==> config.mk <==
export PLATFORM = sky130hd
export DESIGN_NAME = apb_master_bridge
export DESIGN_NICKNAME = d
export VERILOG_FILES = /design/src/rtl/apb_pkg.sv /design/src/rtl/apb_master_bridge.sv
export SDC_FILE = /design/constraint.sdc
export NUM_CORES = 1
export LEC_CHECK = 0
export ABC_AREA = 1
export CAP_MARGIN = 20
export CORE_UTILIZATION = 25
export CTS_CLUSTER_SIZE = 10
export DETAILED_ROUTE_END_ITERATION = 10
export DONT_BUFFER_PORTS = 1
export GPL_ROUTABILITY_DRIVEN = 0
export GPL_TIMING_DRIVEN = 0
export SLEW_MARGIN = 20
export SYNTH_ARGS = -nofsm -noshare
export SYNTH_HDL_FRONTEND = slang
export SYNTH_SLANG_ARGS = --single-unit
==> constraint.sdc <==
create_clock -name PCLK -period 3.9 [get_ports PCLK]
set_input_delay 0.78 -clock PCLK [delete_from_list [all_inputs] [get_ports PCLK]]
set_output_delay 0.78 -clock PCLK [all_outputs]
set_load 0.005 [all_outputs]
==> src/rtl/apb_pkg.sv <==
// rtl/apb_pkg.sv - shared APB state encoding and bus dimensions
// Purpose: types and constants shared by the APB master bridge and the apb_dut bench.
// Contents: apb_state_e (IDLE/SETUP/ACCESS), APB_ADDR_W, APB_DATA_W, APB_MEM_WORDS.
package apb_pkg;

  typedef enum logic [1:0] {
    APB_IDLE   = 2'd0,
    APB_SETUP  = 2'd1,
    APB_ACCESS = 2'd2
  } apb_state_e;

  localparam int APB_ADDR_W    = 32;
  localparam int APB_DATA_W    = 32;
  localparam int APB_MEM_WORDS = 32;

endpackage

==> src/rtl/apb_master_bridge.sv <==
// rtl/apb_master_bridge.sv - single-command APB requester with timeout and one-entry response slot
// Purpose: accepts one read/write command at a time, runs APB SETUP/ACCESS, waits for PREADY
//          (bounded by TIMEOUT_CYCLES, 0 = unbounded) and returns the result on a held response.
// Ports:   PCLK/PRESET          clock, async active-high reset
//          cmd_valid/cmd_ready  command handshake; cmd_write/cmd_addr/cmd_wdata payload
//          rsp_valid/rsp_ready  response handshake; rsp_rdata/rsp_err/rsp_timeout payload
//          PSEL/PENABLE/PWRITE/PADDR/PWDATA  registered APB request
//          PRDATA/PREADY/PSLVERR             APB completion inputs (sampled in ACCESS only)
module apb_master_bridge
  import apb_pkg::*;
#(
  parameter int ADDR_W         = APB_ADDR_W,
  parameter int DATA_W         = APB_DATA_W,
  parameter int TIMEOUT_CYCLES = 16
) (
  input  logic              PCLK,
  input  logic              PRESET,
  input  logic              cmd_valid,
  output logic              cmd_ready,
  input  logic              cmd_write,
  input  logic [ADDR_W-1:0] cmd_addr,
  input  logic [DATA_W-1:0] cmd_wdata,
  output logic              rsp_valid,
  input  logic              rsp_ready,
  output logic [DATA_W-1:0] rsp_rdata,
  output logic              rsp_err,
  output logic              rsp_timeout,
  output logic              PSEL,
  output logic              PENABLE,
  output logic              PWRITE,
  output logic [ADDR_W-1:0] PADDR,
  output logic [DATA_W-1:0] PWDATA,
  input  logic [DATA_W-1:0] PRDATA,
  input  logic              PREADY,
  input  logic              PSLVERR
);

  localparam int CNT_W = (TIMEOUT_CYCLES > 0) ? $clog2(TIMEOUT_CYCLES + 1) : 1;
  // Abort fires on the edge where the count would reach TIMEOUT_CYCLES.
  localparam logic [CNT_W-1:0] CNT_LAST = CNT_W'((TIMEOUT_CYCLES > 0) ? TIMEOUT_CYCLES - 1 : 0);

  apb_state_e        state_q, state_d;
  logic [CNT_W-1:0]  cnt_q, cnt_d;
  logic              psel_q, psel_d;
  logic              penable_q, penable_d;
  logic              pwrite_q, pwrite_d;
  logic [ADDR_W-1:0] paddr_q, paddr_d;
  logic [DATA_W-1:0] pwdata_q, pwdata_d;
  logic              rsp_valid_q, rsp_valid_d;
  logic [DATA_W-1:0] rsp_rdata_q, rsp_rdata_d;
  logic              rsp_err_q, rsp_err_d;
  logic              rsp_timeout_q, rsp_timeout_d;

  // A new command may start only once the response slot is free or being freed this edge,
  // so a completion can never overwrite an unconsumed response.
  assign cmd_ready = !PRESET && (state_q == APB_IDLE) && (!rsp_valid_q || rsp_ready);

  always_comb begin
    state_d       = state_q;
    cnt_d         = cnt_q;
    psel_d        = psel_q;
    penable_d     = penable_q;
    pwrite_d      = pwrite_q;
    paddr_d       = paddr_q;
    pwdata_d      = pwdata_q;
    rsp_valid_d   = rsp_valid_q;
    rsp_rdata_d   = rsp_rdata_q;
    rsp_err_d     = rsp_err_q;
    rsp_timeout_d = rsp_timeout_q;

    if (rsp_valid_q && rsp_ready) begin
      rsp_valid_d = 1'b0;
    end

    unique case (state_q)
      APB_IDLE: begin
        if (cmd_valid && cmd_ready) begin
          paddr_d   = cmd_addr;
          pwdata_d  = cmd_wdata;
          pwrite_d  = cmd_write;
          psel_d    = 1'b1;
          penable_d = 1'b0;
          cnt_d     = '0;
          state_d   = APB_SETUP;
        end
      end
      APB_SETUP: begin
        penable_d = 1'b1;
        state_d   = APB_ACCESS;
      end
      APB_ACCESS: begin
        if (PREADY) begin
          psel_d        = 1'b0;
          penable_d     = 1'b0;
          rsp_valid_d   = 1'b1;
          rsp_err_d     = PSLVERR;
          rsp_timeout_d = 1'b0;
          rsp_rdata_d   = pwrite_q ? '0 : PRDATA;
          state_d       = APB_IDLE;
        end else if ((TIMEOUT_CYCLES != 0) && (cnt_q == CNT_LAST)) begin
          psel_d        = 1'b0;
          penable_d     = 1'b0;
          rsp_valid_d   = 1'b1;
          rsp_err_d     = 1'b1;
          rsp_timeout_d = 1'b1;
          rsp_rdata_d   = '0;
          state_d       = APB_IDLE;
        end else begin
          cnt_d = cnt_q + CNT_W'(1);
        end
      end
      default: begin
        psel_d    = 1'b0;
        penable_d = 1'b0;
        state_d   = APB_IDLE;
      end
    endcase
  end

  always_ff @(posedge PCLK or posedge PRESET) begin
    if (PRESET) begin
      state_q       <= APB_IDLE;
      cnt_q         <= '0;
      psel_q        <= 1'b0;
      penable_q     <= 1'b0;
      pwrite_q      <= 1'b0;
      paddr_q       <= '0;
      pwdata_q      <= '0;
      rsp_valid_q   <= 1'b0;
      rsp_rdata_q   <= '0;
      rsp_err_q     <= 1'b0;
      rsp_timeout_q <= 1'b0;
    end else begin
      state_q       <= state_d;
      cnt_q         <= cnt_d;
      psel_q        <= psel_d;
      penable_q     <= penable_d;
      pwrite_q      <= pwrite_d;
      paddr_q       <= paddr_d;
      pwdata_q      <= pwdata_d;
      rsp_valid_q   <= rsp_valid_d;
      rsp_rdata_q   <= rsp_rdata_d;
      rsp_err_q     <= rsp_err_d;
      rsp_timeout_q <= rsp_timeout_d;
    end
  end

  assign PSEL        = psel_q;
  assign PENABLE     = penable_q;
  assign PWRITE      = pwrite_q;
  assign PADDR       = paddr_q;
  assign PWDATA      = pwdata_q;
  assign rsp_valid   = rsp_valid_q;
  assign rsp_rdata   = rsp_rdata_q;
  assign rsp_err     = rsp_err_q;
  assign rsp_timeout = rsp_timeout_q;

endmodule

==> summary.txt, run 1 <==
Run status
  • Outcome: finished clean

STA
  • Unrepaired setup endpoints after global routing: no
  • Clk_skew: 7.37 ps
  • Fin crit period: 2040 ps
  • Actual slew at the worst max-slew pin: 558 ps
  • Period utilisation layout: 52.2%
  • Endpoints failing setup: 0
  • Worst hold margin: 299 ps
  • Hold Fails Final Rpt: 0
  • Fin. max-slew vios: 0
  • Slew headroom: 62.8%
  • Max Freq: 0.491 GHz

Routing
  • Avg Vias per Cell: 4.27
  • DRC Markers: 0
  • Routed Antenna Nets: 0
  • Initial DRC Count: 109
  • DRT Wirelength: 10,700 um
  • Avg WL per Cell: 14.8 um
  • Vias: 3,082
  • First-pass iteration count of the detailed router: 4

Floorplan
  • FP Rows: 47
  • Die W: 132 um
  • Die area: 17,400 um^2
  • Core area: 16,500 um^2
  • IO Pins: 206
  • Starting Density: 25.6%
  • Chip height: 132 um

Global routing
  • First-pass GRT wire length: 16,900 um
  • GRT Total Usage: 12.7%
  • Largest net degree at the start of global routing: 35
  • Antenna violations before repair: 0
  • Vias in the first global route: 3,122
  • Grt total ovfl: 0

Synth
  • Syn Std Cell Area: 4220 um^2
  • Mapped Cells: 483
  • Avg Synthesized Cell Area: 8.75 um^2
  • Sequential fraction of the synthesis area: 64.0%
  • Syn. warnings: 0
  • Syn nets: 588
  • Synth top area share: 64.0%
  • Area leader, netlist: dfrtp_1
  • Netlist cell types: 14
  • Top cells by area, synth: dfrtp_1, nand2_1, nand3_1, nor2_1, buf_2
  • #FFs+latches synth: 108

Critical path
  • CP max stage delay: 490 ps
  • Delay-heaviest family, CP: buffers and inverters
  • FF-to-FF setup slack: 2060 ps
  • WS Path Type: input port to flop
  • Worst-path maximum fanout: 16
  • CP arrival: 2320 ps
  • Critical path buffer and inverter count: 2
  • CP required: 4190 ps
  • Nature of the critical path endpoint: flop
  • Crit-path cells: clkinvlp_4, nand4_2, clkbuf_1, nand3_1, nand2_1
  • Slowest CP cell: clkbuf_1
  • Startpoint Class: input port

Flow run
  • Total of max-cap violations: 0

Power
  • Maximum ir drop on the vdd rail: 251 uV
  • PwrDens: 701 nW/um^2
  • Leakage: 2.62 nW

Clock network
  • CTS Hold Bufs: 0
  • CTS Buffer Depth: 2
  • Root Driver: clkbuf_16
  • CTS Buf Count: 9
  • Post-CTS setup repair buffer count: 0
  • CTS Sinks: 108
  • TritonCTS clock tree: built
  • Reg clk slew, reported paths: 70 ps
  • Clock latency on the worst-skew pair: 350 ps
  • CTS resizes: 0
  • # H-tree levels: 3

Worst hold path
  • Hold crit path type: input port to asynchronous set/reset pin

Placement
  • Hpwl dp: 7880 um
  • Port Buf Inserts: 0
  • Placed Cells incl. Taps: 706

Layout
  • # diodes: 0
  • Commonest cells after routing, fill and taps aside: nand2_1, dfrtp_1, nand3_1
  • Most common cell after layout, fill and taps aside: nand2_1
  • Layout cell share with drive strength beyond 1: 7.17%
  • Non-Filler Instances: 722
  • Area delta synth->final: 16.0%
  • Nets@finish: 602
  • Fin util: 29.7%
## area by class of cell
cell class              instances  area (um^2)
repair buffers                  3         60.1
plain buffers                  23          115
flip-flops and latches        108         2700
well taps                     220          275
clock buffers                  13          270
inverters                      10         41.3
multi-input cells             342         1370
clock inverters                 3         67.6
fillers                      1747        11600
## power breakdown
part           switching (W)  total (W)  leakage [nW]  internal (W)
clock               0.000404    0.00102         0.162      0.000616
sequential          0.000345    0.00187          1.36       0.00153
combinational       0.000342   0.000545          1.09      0.000203
total                0.00109    0.00344          2.62       0.00235
## state kept, by name, indices dropped and copies added, names as in the netlist, 2 cells and up
register	count
PADDR	32
PWDATA	32
cnt_q	5
rsp_rdata	32
state_q	2
## Yosys cell counts, drive strengths merged
cell type    n
dfrtp      108
clkbuf      10
ha           2
nor2        13
inv         10
buf         13
nand4        1
o21ai        4
nand2      284
nand3       38
## worst register-to-register path, stage by stage, from the launching register on
cell	delay, ps
dfrtp_1	420
ha_1	220
nand2_1	80
nor2_1	50
ha_1	190
o21ai_2	360
buf_2	300
nand2_1	80
nand2_1	70
## through the flow
step	TNS, ps	worst slack [ps]	total power, W	cell area (um^2)
floorplan	0	375	0.00222	4230
detailed placement	0	1350	0.00246	4560
global route	0	1570	0.00368	4900
finish	0	1860	0.00344	4900
global placement	-71540	-1150	0.00242	4500
CTS	0	1710	0.00350	4900
## worst paths after layout
kind	depth (start not counted)	start	endpoint
setup / recovery	5	PRESET	cnt_q[0]$_DFFE_PP0P_
hold / removal	1	PRESET	PSEL$_DFFE_PP0P_
setup reg to reg	8	cnt_q[0]$_DFFE_PP0P_	rsp_rdata[17]$_DFFE_PP0P_
hold reg to reg	2	rsp_rdata[29]$_DFFE_PP0P_	rsp_rdata[29]$_DFFE_PP0P_
max in group asynchronous	2	PRESET	rsp_rdata[21]$_DFFE_PP0P_
min in group PCLK	2	rsp_rdata[29]$_DFFE_PP0P_	rsp_rdata[29]$_DFFE_PP0P_
## layer usage
| metal | vias to the layer above | share of wire (%) | global-route usage (%) |
|---|---|---|---|
| li1 | 1506 | - | - |
| met1 | 1409 | 42 | 14.6 |
| met2 | 157 | 45 | 20.1 |
| met3 | 10 | 11 | 5.92 |
| met4 | 0 | 1.3 | 5.43 |
| met5 | - | 0 | 0 |
## logic make-up (layout without fill, tap and decap cells)
group	Yosys count	count (layout)	share of synthesized area [%]
buffers and inverters	33	52	3.61
AOI/OAI and AO/OA	4	4	0.563
and+or+nand+nor	336	336	31.2
adders and majority gates	2	2	0.592
DFF	108	108	64.0
(Power assumes the default switching activity.)
==> run 2, diff against run 1 <==
- clock period: 3.9 -> 1.8 ns (I/O delays scaled with it)
==> run 2 against run 1 <==
Effect of this change: sequential power rose by 120%; clock power up 97%; design area up 1.1%; highest routed layer unchanged; global-route usage increased by 0.13 points; via count is 2.7% higher; clock-buffer cell count unchanged; sequential share of layout area fell by 0.59 points; critical path type is now flop to flop.
==> summary.txt, run 2 (synthesized netlist as in run 1, its figures left out) <==
Routing
  • Vias: 3,166 (was 3,082)
  • Routed Antenna Nets: 0 (unchanged)
  • Avg WL per Cell: 14.8 um (about the same)
  • DRC Markers: 0 (unchanged)
  • Initial DRC Count: 144 (was 109)
  • DRT Wirelength: 10,800 um (was 10,700 um)
  • Avg Vias per Cell: 4.35 (was 4.27)
  • First-pass iteration count of the detailed router: 4 (unchanged)

Floorplan
  • Starting Density: 25.6% (unchanged)
  • Die area: 17,400 um^2 (unchanged)
  • FP Rows: 47 (unchanged)
  • Chip height: 132 um (unchanged)
  • Core area: 16,500 um^2 (unchanged)
  • Die W: 132 um (unchanged)
  • IO Pins: 206 (unchanged)

Global routing
  • Antenna violations before repair: 0 (unchanged)
  • Vias in the first global route: 3,164 (was 3,122)
  • Largest net degree at the start of global routing: 35 (unchanged)
  • GRT Total Usage: 12.8% (was 12.7%)
  • Grt total ovfl: 0 (unchanged)
  • First-pass GRT wire length: 17,000 um (was 16,900 um)

Critical path
  • Reg2reg path depth: 8 (unchanged)
  • Nature of the critical path endpoint: flop (unchanged)
  • Startpoint Class: flop (was input port)
  • Worst r2r dst: rsp_rdata[31]$_DFFE_PP0P_ (was rsp_rdata[17]$_DFFE_PP0P_)
  • WS Path Type: flop to flop (was input port to flop)
  • CP arrival: 1960 ps (was 2320 ps)
  • FF-to-FF setup slack: 130 ps (was 2060 ps)
  • CP required: 2090 ps (was 4190 ps)
  • Worst-path maximum fanout: 10 (was 16)
  • RR Startpoint: cnt_q[0]$_DFFE_PP0P_ (unchanged)

Clock network
  • # H-tree levels: 3 (unchanged)
  • Reg clk slew, reported paths: 70 ps (about the same)
  • CTS Sinks: 108 (unchanged)
  • TritonCTS clock tree: built (unchanged)
  • Clock latency on the worst-skew pair: 350 ps (about the same)
  • Root Driver: clkbuf_16 (unchanged)
  • CTS Buffer Depth: 2 (unchanged)
  • CTS Buf Count: 9 (unchanged)

Power
  • Sequential share of power: 55.8% (was 54.5%)
  • PwrDens: 1470 nW/um^2 (was 701 nW/um^2)
  • Net Switching: 0.00240 W (was 0.00109 W)
  • Clock group share of total power: 27.5% (was 29.7%)
  • Maximum ir drop on the vdd rail: 590 uV (was 251 uV)
  • Gate power share: 16.7% (was 15.8%)
  • Leakage: 2.62 nW (about the same)
  • Internal Power: 0.00490 W (was 0.00235 W)
  • Sw Ratio: 32.8% (was 31.7%)

STA
  • Setup ws final: 131 ps (was 1860 ps)
  • Fin. max-slew vios: 0 (unchanged)
  • Actual slew at the worst max-slew pin: 564 ps (was 558 ps)
  • Worst hold margin: 15.3 ps (was 299 ps)
  • Endpoints failing setup: 0 (unchanged)
  • Fin crit period: 1670 ps
  • Unrepaired setup endpoints after global routing: no (unchanged)
  • Max Freq: 0.599 GHz
  • Slew headroom: 62.3% (was 62.8%)
  • Period utilisation layout: 92.7%
  • Hold Fails Final Rpt: 0 (unchanged)
  • Post-route setup TNS: 0 ps (unchanged)
  • Clk_skew: 7.21 ps (was 7.37 ps)

Layout
  • Nets@finish: 607 (was 602)
  • Fin area: 4950 um^2 (was 4900 um^2)
  • Layout cell share with drive strength beyond 1: 8.09% (was 7.17%)
  • Fillers: 1,745 (was 1,747)
  • Commonest cells after routing, fill and taps aside: nand2_1, dfrtp_1, nand3_1 (unchanged)
  • Most common cell after layout, fill and taps aside: nand2_1 (unchanged)
  • Area delta synth->final: 17.3% (was 16.0%)
  • # diodes: 0 (unchanged)

Run status
  • Outcome: finished clean (unchanged)

Worst hold path
  • Hold crit path type: input port to asynchronous set/reset pin (unchanged)

Placement
  • Hpwl dp: 7730 um (was 7880 um)
  • Port Buf Inserts: 0 (unchanged)
  • Setup Slack @ Placement: -297 ps (was 1350 ps)
  • Post-placement cell area: 4580 um^2 (was 4560 um^2)

Flow run
  • Total of max-cap violations: 0 (unchanged)
[run 2: area by class of cell]
cell class	instances	area, um^2	area share, %
clock inverters	3	46.3	0.935
plain buffers	23	143	2.88
well taps	220	275	5.56
clock buffers	13	250	5.05
inverters	10	41.3	0.834
flip-flops and latches	108	2700	54.6
repair buffers	8	100	2.02
multi-input cells	342	1400	28.2
[run 2: through the flow]
stage / utilization (%) / total power [W] / instances
4_1_cts: 29.7 / 0.00738 / 723
5_1_grt: 30.0 / 0.00780 / 727
3_5_place_dp: 27.7 / 0.00532 / 706
2_1_floorplan: - / 0.00483 / 483
3_3_place_gp: 27.4 / 0.00525 / 703
6_report: 30.0 / 0.00729 / 727
[run 2: power groups by stage]
stage | clock network [W] | registers [W] | logic, W
5_1_grt | 0.00218 | 0.00418 | 0.00145
3_3_place_gp | 0 | 0.00410 | 0.00114
6_report | 0.00201 | 0.00407 | 0.00122
3_5_place_dp | 0 | 0.00410 | 0.00122
4_1_cts | 0.00208 | 0.00408 | 0.00122
2_1_floorplan | 0 | 0.00387 | 0.000958
[run 2: per-layer routing]
layer,vias to the layer above,wire length [um],global-route usage [%]
li1,1528,-,-
met1,1452,4540,14.4
met2,167,4790,20.2
met3,19,1200,6.27
met4,0,262,6.40
met5,-,0,0
[run 2: repair_timing]
action                                 CTS  global route
setup endpoints to repair               25            32
cloned                                   0             0
pin swaps                                0             1
gates resized for setup                  4             6
setup buffers                            0             4
hold buffers                             1             0
endpoints found under the hold margin   12             0
[run 2: critical path: stages (launching register included)]
cell	delay [ps]
dfrtp_1	420
ha_1	230
nand2_1	80
nor2_1	50
ha_1	210
o21ai_4	240
clkbuf_4	250
nand2_1	60
nand2_1	60
[run 2: worst max path at each step]
stage	startpoint	endpoint	slack, ps	cells past startpoint
floorplan	PRESET	PADDR[0]$_DFFE_PP0P_	-1170	7
global placement	PRESET	cnt_q[3]$_DFFE_PP0P_	-2730	5
detailed placement	PRESET	cnt_q[2]$_DFFE_PP0P_	-300	5
global route	cnt_q[0]$_DFFE_PP0P_	rsp_rdata[28]$_DFFE_PP0P_	3	8
CTS	cnt_q[0]$_DFFE_PP0P_	cnt_q[2]$_DFFE_PP0P_	50	9
finish	cnt_q[0]$_DFFE_PP0P_	rsp_rdata[31]$_DFFE_PP0P_	130	8
==> run 3, diff against run 2 <==
- CORE_MARGIN: default -> 3
- CTS_CLUSTER_SIZE: 10 -> 40
==> run 3 against run 2 <==
Effect of this change: clock power barely moved; design area fell by 0.35%; highest routed layer unchanged; die area rose by 6.2%; critical path depth did not move; first-iteration DRC count fell by 19%; register-to-register slack barely moved; worst hold slack improved by 21 ps; final cell count fell by 0.83%.
==> summary.txt, run 3 (synthesized netlist as in run 1, its figures left out) <==
STA
  • Period utilisation layout: 92.5% (was 92.7%)
  • Worst hold margin: 35.9 ps (was 15.3 ps)
  • Hold Fails Final Rpt: 0 (unchanged)
  • Fin crit period: 1670 ps (about the same)
  • Actual slew at the worst max-slew pin: 758 ps (was 564 ps)
  • Max Freq: 0.600 GHz (was 0.599 GHz)
  • Fin. max-slew vios: 0 (unchanged)
  • Clk_skew: 7.67 ps (was 7.21 ps)
  • Endpoints failing setup: 0 (unchanged)
  • Slew headroom: 49.3% (was 62.3%)

Power
  • Leakage: 2.62 nW (about the same)
  • Maximum ir drop on the vdd rail: 449 uV (was 590 uV)
  • PwrDens: 1480 nW/um^2 (was 1470 nW/um^2)

Clock network
  • CTS Buffer Depth: 2 (unchanged)
  • Reg clk slew, reported paths: 70 ps (about the same)
  • CTS Buf Count: 9 (unchanged)
  • Root Driver: clkbuf_16 (unchanged)
  • Clock latency on the worst-skew pair: 350 ps (about the same)
  • # H-tree levels: 3 (unchanged)
  • CTS Sinks: 108 (unchanged)
  • TritonCTS clock tree: built (unchanged)

Layout
  • Nets@finish: 605 (was 607)
  • Commonest cells after routing, fill and taps aside: nand2_1, dfrtp_1, nand3_1 (unchanged)
  • Most common cell after layout, fill and taps aside: nand2_1 (unchanged)
  • Area delta synth->final: 16.9% (was 17.3%)
  • Layout cell share with drive strength beyond 1: 8.12% (was 8.09%)
  • Fillers: 1,712 (was 1,745)
  • # diodes: 0 (unchanged)
  • Non-Filler Instances: 721 (was 727)

Floorplan
  • IO Pins: 206 (unchanged)
  • Starting Density: 26.0% (was 25.6%)
  • Die area: 18,500 um^2 (was 17,400 um^2)
  • Core area: 16,200 um^2 (was 16,500 um^2)
  • Chip height: 136 um (was 132 um)
  • Die W: 136 um (was 132 um)
  • FP Rows: 46 (was 47)

Critical path
  • Nature of the critical path endpoint: flop (unchanged)
  • Worst-path maximum fanout: 10 (unchanged)
  • CP required: 2090 ps (about the same)
  • CP arrival: 1960 ps (about the same)
  • WS Path Type: flop to flop (unchanged)
  • Startpoint Class: flop (unchanged)

Routing
  • First-pass iteration count of the detailed router: 4 (unchanged)
  • DRT Wirelength: 11,100 um (was 10,800 um)
  • Initial DRC Count: 117 (was 144)
  • Vias: 3,100 (was 3,166)
  • Routed Antenna Nets: 0 (unchanged)
  • Avg Vias per Cell: 4.30 (was 4.35)
  • DRC Markers: 0 (unchanged)
  • Avg WL per Cell: 15.4 um (was 14.8 um)

Global routing
  • First-pass GRT wire length: 16,800 um (was 17,000 um)
  • Grt total ovfl: 0 (unchanged)
  • Vias in the first global route: 3,079 (was 3,164)
  • GRT Total Usage: 12.0% (was 12.8%)
  • Antenna violations before repair: 0 (unchanged)
  • Largest net degree at the start of global routing: 36 (was 35)

Placement
  • Placed Cells incl. Taps: 702 (was 706)
  • Hpwl dp: 8170 um (was 7730 um)
  • Port Buf Inserts: 0 (unchanged)

Worst hold path
  • Hold crit path type: input port to asynchronous set/reset pin (unchanged)

Flow run
  • Total of max-cap violations: 0 (unchanged)

Run status
  • Outcome: finished clean (unchanged)
==> run 3: cell count changes in the layout (fill, tap and decap cells not counted), sizes merged <==
cell    previous run  this run
clkbuf            24        25
clkinv             1         2
buf               19        15
==> run 3: cell type report <==
cell class | instances | area (um^2) | area share [%]
inverters | 10 | 41.3 | 0.837
flip-flops and latches | 108 | 2700 | 54.8
clock buffers | 12 | 256 | 5.20
repair buffers | 6 | 85.1 | 1.72
multi-input cells | 342 | 1390 | 28.2
well taps | 216 | 270 | 5.48
clock inverters | 4 | 47.5 | 0.963
plain buffers | 23 | 143 | 2.89
==> run 3: what timing repair did <==
action                                 in CTS  in global routing
resized for setup                           2                  6
setup endpoints to repair                  20                 95
hold buffers                                1                  0
pin swaps                                   0                  1
buffers inserted                            0                  2
endpoints found under the hold margin      15                  0
==> run 3: metrics by stage <==
| step | setup slack, ps | setup TNS, ps | power [W] | util, % | area (um^2) |
|---|---|---|---|---|---|
| floorplan | -1170 | -82530 | 0.00483 | - | 4250 |
| global placement | -2690 | -237820 | 0.00527 | 27.8 | 4520 |
| detailed placement | -518 | -22990 | 0.00533 | 28.2 | 4580 |
| CTS | 25.6 | 0 | 0.00743 | 30.2 | 4900 |
| global route | -3.87 | -7.79 | 0.00787 | 30.4 | 4940 |
| finish | 134 | 0 | 0.00730 | 30.4 | 4940 |
==> run 3: power by group <==
group	leakage, nW	switching, W	internal (W)
logic	1.11	0.000740	0.000461
clock network	0.149	0.000878	0.00115
registers	1.36	0.000766	0.00331
==> run 3: path summary, 6_finish.rpt <==
path / endpoint / slack (ps) / depth (start not counted) / from
max: rsp_rdata[4]$_DFFE_PP0P_ / 130 / 8 / cnt_q[0]$_DFFE_PP0P_
min: state_q[1]$_DFFE_PP0P_ / 40 / 2 / PRESET
max reg2reg: rsp_rdata[4]$_DFFE_PP0P_ / 130 / 8 / cnt_q[0]$_DFFE_PP0P_
min reg2reg: rsp_rdata[23]$_DFFE_PP0P_ / 500 / 2 / rsp_rdata[23]$_DFFE_PP0P_
max in group asynchronous: PWDATA[0]$_DFFE_PP0P_ / 590 / 2 / PRESET
min in group PCLK: PWDATA[5]$_DFFE_PP0P_ / 120 / 2 / cmd_wdata[5]
==> run 3: layer usage <==
metal | track usage [%] | routed length, um
met1 | 14.0 | 4470
met2 | 18.6 | 5040
met3 | 6.59 | 1430
met4 | 4.03 | 150
met5 | 0 | 0
==> run 3: worst max-delay path, cell delays in order (launching register included) <==
cell and delay, ps:
dfrtp_1 410, ha_1 220, nand2_1 80, nor2_1 50, ha_1 210, o21ai_4 250, clkbuf_4 260, nand2_1 70
nand2_1 50
